--- src/rtl/ice51_uart_rx_pkg.sv ---
// Shared definitions for the ice51 UART receive path: bit timing, data width, FSM states.
package ice51_uart_rx_pkg;

    localparam int unsigned UartClksPerBit12M115K2 = 104;
    localparam int unsigned UartDataW              = 8;

    typedef enum logic [2:0] {
        RxIdle,
        RxStart,
        RxData,
        RxStop,
        RxBreak
    } rx_state_e;

    function automatic logic majority3(input logic a, input logic b, input logic c);
        return (a & b) | (a & c) | (b & c);
    endfunction

endpackage

--- src/rtl/ice51_uart_rx_sync.sv ---
// N-stage flop synchroniser with a configurable reset value, for asynchronous input pins.
module ice51_uart_rx_sync #(
    parameter int unsigned Stages   = 2,
    parameter logic        ResetVal = 1'b1
) (
    input  logic clk_i,
    input  logic rst_ni,
    input  logic d_i,
    output logic q_o
);

    logic [Stages-1:0] sync_q;

    always_ff @(posedge clk_i) begin
        if (!rst_ni) begin
            sync_q <= {Stages{ResetVal}};
        end else begin
            sync_q <= {sync_q[Stages-2:0], d_i};
        end
    end

    assign q_o = sync_q[Stages-1];

endmodule

--- src/rtl/ice51_uart_rx.sv ---
// 8N1 LSB-first UART receiver feeding the ice51 code loader and serial input register.
// Define ICE51_UART_RX_MAJORITY_EN for 3-sample majority voting at each bit sample point.
module ice51_uart_rx
    import ice51_uart_rx_pkg::*;
#(
    parameter int unsigned CLKS_PER_BIT = UartClksPerBit12M115K2,
    parameter int unsigned SYNC_STAGES  = 2
) (
    input  logic                 i_clk,
    input  logic                 i_nrst,
    input  logic                 i_uart_rx,
    output logic [UartDataW-1:0] o_data,
    output logic                 o_valid,
    output logic                 o_frame_err,
    output logic                 o_busy
);

    localparam int unsigned CntW    = $clog2(CLKS_PER_BIT);
    localparam int unsigned BitCntW = $clog2(UartDataW);
`ifdef ICE51_UART_RX_MAJORITY_EN
    localparam int unsigned SampleOff = 1;
`else
    localparam int unsigned SampleOff = 0;
`endif
    localparam logic [CntW-1:0]    HalfCnt = CntW'(CLKS_PER_BIT / 2 - 1 + SampleOff);
    localparam logic [CntW-1:0]    FullCnt = CntW'(CLKS_PER_BIT - 1);
    localparam logic [BitCntW-1:0] LastBit = BitCntW'(UartDataW - 1);

    logic rx_s;
    logic sample_bit;

    rx_state_e              state_q;
    logic [CntW-1:0]        clk_cnt_q;
    logic [BitCntW-1:0]     bit_cnt_q;
    logic [UartDataW-1:0]   shift_q;
    logic [UartDataW-1:0]   data_q;
    logic                   valid_q;
    logic                   ferr_q;
    logic                   busy_q;

    ice51_uart_rx_sync #(
        .Stages   (SYNC_STAGES),
        .ResetVal (1'b1)
    ) u_sync (
        .clk_i  (i_clk),
        .rst_ni (i_nrst),
        .d_i    (i_uart_rx),
        .q_o    (rx_s)
    );

`ifdef ICE51_UART_RX_MAJORITY_EN
    // hist_q[0] is the mid sample, hist_q[1] mid-1; the vote resolves on mid+1.
    logic [1:0] hist_q;

    always_ff @(posedge i_clk) begin
        if (!i_nrst) begin
            hist_q <= 2'b11;
        end else begin
            hist_q <= {hist_q[0], rx_s};
        end
    end

    assign sample_bit = majority3(rx_s, hist_q[0], hist_q[1]);
`else
    assign sample_bit = rx_s;
`endif

    always_ff @(posedge i_clk) begin
        if (!i_nrst) begin
            state_q   <= RxIdle;
            clk_cnt_q <= '0;
            bit_cnt_q <= '0;
            shift_q   <= '0;
            data_q    <= '0;
            valid_q   <= 1'b0;
            ferr_q    <= 1'b0;
            busy_q    <= 1'b0;
        end else begin
            valid_q <= 1'b0;
            ferr_q  <= 1'b0;
            unique case (state_q)
                RxIdle: begin
                    clk_cnt_q <= '0;
                    bit_cnt_q <= '0;
                    if (!rx_s) begin
                        state_q <= RxStart;
                        busy_q  <= 1'b1;
                    end
                end
                RxStart: begin
                    if (clk_cnt_q == HalfCnt) begin
                        clk_cnt_q <= '0;
                        if (sample_bit) begin
                            state_q <= RxIdle;
                            busy_q  <= 1'b0;
                        end else begin
                            state_q <= RxData;
                        end
                    end else begin
                        clk_cnt_q <= clk_cnt_q + 1'b1;
                    end
                end
                RxData: begin
                    if (clk_cnt_q == FullCnt) begin
                        clk_cnt_q <= '0;
                        shift_q   <= {sample_bit, shift_q[UartDataW-1:1]};
                        bit_cnt_q <= bit_cnt_q + 1'b1;
                        if (bit_cnt_q == LastBit) begin
                            state_q <= RxStop;
                        end
                    end else begin
                        clk_cnt_q <= clk_cnt_q + 1'b1;
                    end
                end
                RxStop: begin
                    // Leave mid-stop so a zero-gap following start edge is not missed.
                    if (clk_cnt_q == FullCnt) begin
                        clk_cnt_q <= '0;
                        if (sample_bit) begin
                            data_q  <= shift_q;
                            valid_q <= 1'b1;
                            state_q <= RxIdle;
                            busy_q  <= 1'b0;
                        end else begin
                            ferr_q  <= 1'b1;
                            state_q <= RxBreak;
                        end
                    end else begin
                        clk_cnt_q <= clk_cnt_q + 1'b1;
                    end
                end
                RxBreak: begin
                    if (rx_s) begin
                        state_q <= RxIdle;
                        busy_q  <= 1'b0;
                    end
                end
                default: begin
                    state_q <= RxIdle;
                    busy_q  <= 1'b0;
                end
            endcase
        end
    end

    assign o_data      = data_q;
    assign o_valid     = valid_q;
    assign o_frame_err = ferr_q;
    assign o_busy      = busy_q;

endmodule

--- config.mk ---
export PLATFORM = sky130hd
export DESIGN_NAME = ice51_uart_rx
export DESIGN_NICKNAME = d
export VERILOG_FILES = /design/src/rtl/ice51_uart_rx_pkg.sv /design/src/rtl/ice51_uart_rx_sync.sv /design/src/rtl/ice51_uart_rx.sv
export SDC_FILE = /design/constraint.sdc
export NUM_CORES = 1
export LEC_CHECK = 0
export BUFFER_PORTS_ARGS = -buffer_cell sky130_fd_sc_hd__buf_2
export CAP_MARGIN = 20
export CELL_PAD_IN_SITES_DETAIL_PLACEMENT = 1
export CELL_PAD_IN_SITES_GLOBAL_PLACEMENT = 1
export CORE_MARGIN = 2
export CORE_UTILIZATION = 40
export DETAILED_ROUTE_END_ITERATION = 8
export PLACE_DENSITY_LB_ADDON = 0.1
export SYNTH_ARGS = -nofsm -noshare
export SYNTH_HDL_FRONTEND = slang
export SYNTH_SLANG_ARGS = --single-unit
--- constraint.sdc ---
create_clock -name i_clk -period 4.5 [get_ports i_clk]
set_clock_uncertainty 0.2 [all_clocks]
set_input_delay 0.225 -clock i_clk [delete_from_list [all_inputs] [get_ports i_clk]]
set_output_delay 0.225 -clock i_clk [all_outputs]
set_load 0.02 [all_outputs]
==> metrics.md <==
| Metric | Value |
|---|---|
| Outcome | finished clean |
| Worst slew pin tran | between 0.8 and 0.9 ns |
| Setup TNS | 0 ns |
| First-pass GRT wire length | 5480 um |
| Post-cts resize count | 0 |
| Sw frac | between 20% and 30% |
| Critical Path AT | about 2.2 ns |
| I/O Buffers | 13 |
| Complex-gate fraction of the synthesized area | ~10% |
| Syn Inst Count | 161 |
| R2R depth | 5 |
| Total power | roughly 0.53 mW |
| Switching power summed over all nets | 0.117 mW |
| GPL Wtd Cong | 0.723 |
| Relative slew slack | 43.0% |
| Fin util | between 40 and 50% |
| Max Fclk | roughly 0.46 GHz |
| VDD IR max | between 0.15 and 0.2 mV |
| Hold WC Path Type | register to register |
| Global route overflow | 0 |
| Final number of hold-violating endpoints | 0 |
| Worst Hold Launch | u_sync.sync_q[0] |
| Syn Std Cell Area | between 0.001 and 0.0015 mm^2 |
| Final WL | ~3000 um |
| Vias | roughly 1100 |
| Area of the core | between 0.003 and 0.004 mm^2 |
| Setup Fix Bufs, Post-CTS | 0 |
| DRC | 0 |
| Power Dens Cells | 327 mW/mm^2 |
| Syn Area/Cell | ~9.3 um^2 |
| Post-synthesis xor/xnor area fraction | 2.93% |
| Antenna diode count | 0 |
| Multiplexer share of the synthesized area | under 10% |
| Area growth, synth to finish | 8.79% |
| Leakage | roughly 0.64 nW |
| Fin crit share | between 40% and 50% |
| Final ANT Viol Nets | 0 |
| Sequential share of power | between 50% and 60% |
| RSZ-0062 raised after global routing | false |
| Clk root buf | clkbuf_8 |
| Seq cells post-synth | 34 |
| Internal cell power | roughly 0.41 mW |
| Routed WL per cell | roughly 14 um |
| CP required | 4.51 ns |
| Worst setup SP type | register |
| CP Class | register to register |
| Detailed Route Iter0 Violations | 26 |
| Commonest non-fill, non-tap cells in the layout | 34 x dfxtp_1, 26 x nand2_1, 13 x nor2_1, 13 x buf_2 |
| Total GRT Usage | 17.1% |
| Initial core utilization | around two fifths |
| Hold Crit Depth | 1 |
| Worst skew pair latency | 0.29 ns |
| # Max-Cap Violations | 0 |
| Largest net degree at the start of global routing | 40 |
| Syn nets | roughly 170 |
| Share of cells above drive strength 1 | between 10% and 20% |
| Synth Area in Simple Gates | about 27% |
| Number of setup violations in the final report | 0 |
| Pre-Repair DR Iteration Count | 4 |
| Row cnt | 22 |
| Boundary Pins | 14 |
| CTS H-tree lvls | 2 |
| # nets final | ~180 |
| Register area share after synthesis | a little under half |
| Leading cell type in the layout, fill and taps excluded | dfxtp_1 |
| Post-route insts no fill | roughly 220 |
| Tmin final | roughly 2.2 ns |
| Synth unique cells | 38 |
| Ys Warns | 0 |
| Reg-to-reg setup timing slack | 2.34 ns |
| Final slew viol count | 0 |
| Clock transition at path regs | ~0.070 ns |
| Crit path capture type | register |
| DP HPWL | between 2000 and 2500 um |
| Main combinational cell family by area after synthesis | simple AND/OR/NAND/NOR gates |
| CTS tree | yes |
| Via density | roughly 5.2 |
| Vias in the first global route | 1193 |
| Combinational fraction of design power | ~3% |
| Synthesized-area fraction occupied by adder cells | 3.18% |
| R2R Path End | o_data[2] |
| TritonCTS Sinks | 34 |
| Initial antenna violation count | 0 |
| Inst Count DP | 210 |
| CTS Hold Bufs | 1 |
| Clock share of power | between 30% and 40% |
| Die area | 0.00424 mm^2 |
| Die height | ~65 um |
| Hold Path Sink | u_sync.sync_q[1] |
| Reg2reg start | clk_cnt_q[0] |
| Hold_ws | roughly 0.21 ns |
| Clock Path Buffers | 2 |
| Horiz. Die Dim | 65.1 um |
| Num CTS Buffers | 5 |
| Critical Path Fanout Max | 9 |
-- cell type report --
type                            count  area, um^2
Fill cell                         441        2010
Sequential cell                    34         681
Tap cell                           48        60.1
Multi-Input combinational cell    112         723
Clock buffer                        7        76.3
Timing Repair Buffer               14        75.1
Inverter                            3        11.3
-- registers in the layout, indices dropped and copies added, names as in the netlist --
register	flops
u_sync.sync_q	2
o_data	8
state_q	3
shift_q	8
o_frame_err	1
o_busy	1
clk_cnt_q	7
bit_cnt_q	3
o_valid	1
-- cell families (layout without fill, tap and decap cells) --
logic type               Yosys count  in the layout
AO/OA/AOI/OAI                     22             22
XOR/XNOR                           5              5
adder cells (fa/ha/maj)            4              4
buffers and inverters             15             24
flip-flops                        34             34
multiplexers                       8              8
AND/OR/NAND/NOR                   73             73
-- power by group through the flow --
| stage | combinational [mW] | clock, mW | sequential (mW) |
|---|---|---|---|
| 2_1_floorplan | 0.0142 | 0 | 0.311 |
| 3_3_place_gp | 0.0151 | 0 | 0.312 |
| 3_5_place_dp | 0.0155 | 0 | 0.313 |
| 4_1_cts | 0.0162 | 0.218 | 0.306 |
| 5_1_grt | 0.0182 | 0.234 | 0.306 |
| 6_report | 0.0160 | 0.210 | 0.306 |
-- how the worst max path moves through the flow --
stage	start	endpoint	cells after the start
floorplan	clk_cnt_q[0]	clk_cnt_q[2]	5
global placement	clk_cnt_q[0]	o_data[6]	5
detailed placement	clk_cnt_q[0]	o_data[2]	5
CTS	clk_cnt_q[0]	o_data[2]	5
global route	clk_cnt_q[0]	o_data[2]	5
finish	clk_cnt_q[0]	o_data[2]	5
-- synthesized netlist by cell type --
cell | count | share of area [%]
and4b_1 | 1 | 0.67
o31a_2 | 1 | 0.67
nor3_2 | 1 | 0.67
and3_1 | 1 | 0.42
dfxtp_1 | 34 | 46
nor3b_1 | 1 | 0.50
o21ai_0 | 12 | 4.0
nand4b_1 | 1 | 0.59
maj3_1 | 1 | 0.67
nand3_1 | 12 | 4.0
nor2_1 | 13 | 3.3
o31ai_1 | 2 | 1.0
nor3_1 | 3 | 1.0
a31oi_1 | 1 | 0.42
nand2b_1 | 3 | 1.3
nor4_4 | 1 | 1.4
mux2i_1 | 8 | 5.4
a22oi_1 | 1 | 0.50
and3b_2 | 1 | 0.67
nand4b_4 | 1 | 1.6
nand4_1 | 3 | 1.3
and2_1 | 1 | 0.42
nand3b_1 | 1 | 0.50
a21oi_1 | 2 | 0.67
nand2_1 | 26 | 6.5
buf_6 | 4 | 3.0
ha_1 | 3 | 2.5
xor2_1 | 2 | 1.2
nand3b_4 | 1 | 1.3
nor2b_1 | 1 | 0.42
o21a_1 | 1 | 0.50
o31ai_4 | 1 | 1.4
buf_2 | 4 | 1.3
o221a_2 | 1 | 0.75
clkbuf_1 | 4 | 1.0
or3_1 | 1 | 0.42
xnor2_1 | 3 | 1.8
inv_1 | 3 | 0.75
-- per-stage QoR --
stage	cell area (um^2)	setup WS, ns
after global placement	1540	2.40
final	1630	2.34
after CTS	1630	2.31
after detailed placement	1540	2.32
after global routing	1630	2.15
after floorplan	1500	2.74
-- worst max-delay path, stage by stage, from the launching register on --
cell and delay (ns):
dfxtp_1 0.40, ha_1 0.29, nand3b_4 0.12, nor2_1 0.27
and3_1 0.55, mux2i_1 0.25
-- per-layer routing --
metal | vias to the layer above | part of all wire (%) | GRT usage (%) | routed length (um)
met4 | 0 | 2.3 | 9.38 | 68
met2 | 17 | 51 | 28.9 | 1540
met3 | 8 | 3.1 | 4.11 | 93
met5 | - | 0 | 0 | 0
met1 | 552 | 43 | 20.0 | 1310
li1 | 564 | - | - | -
(Power assumes the default switching activity.)
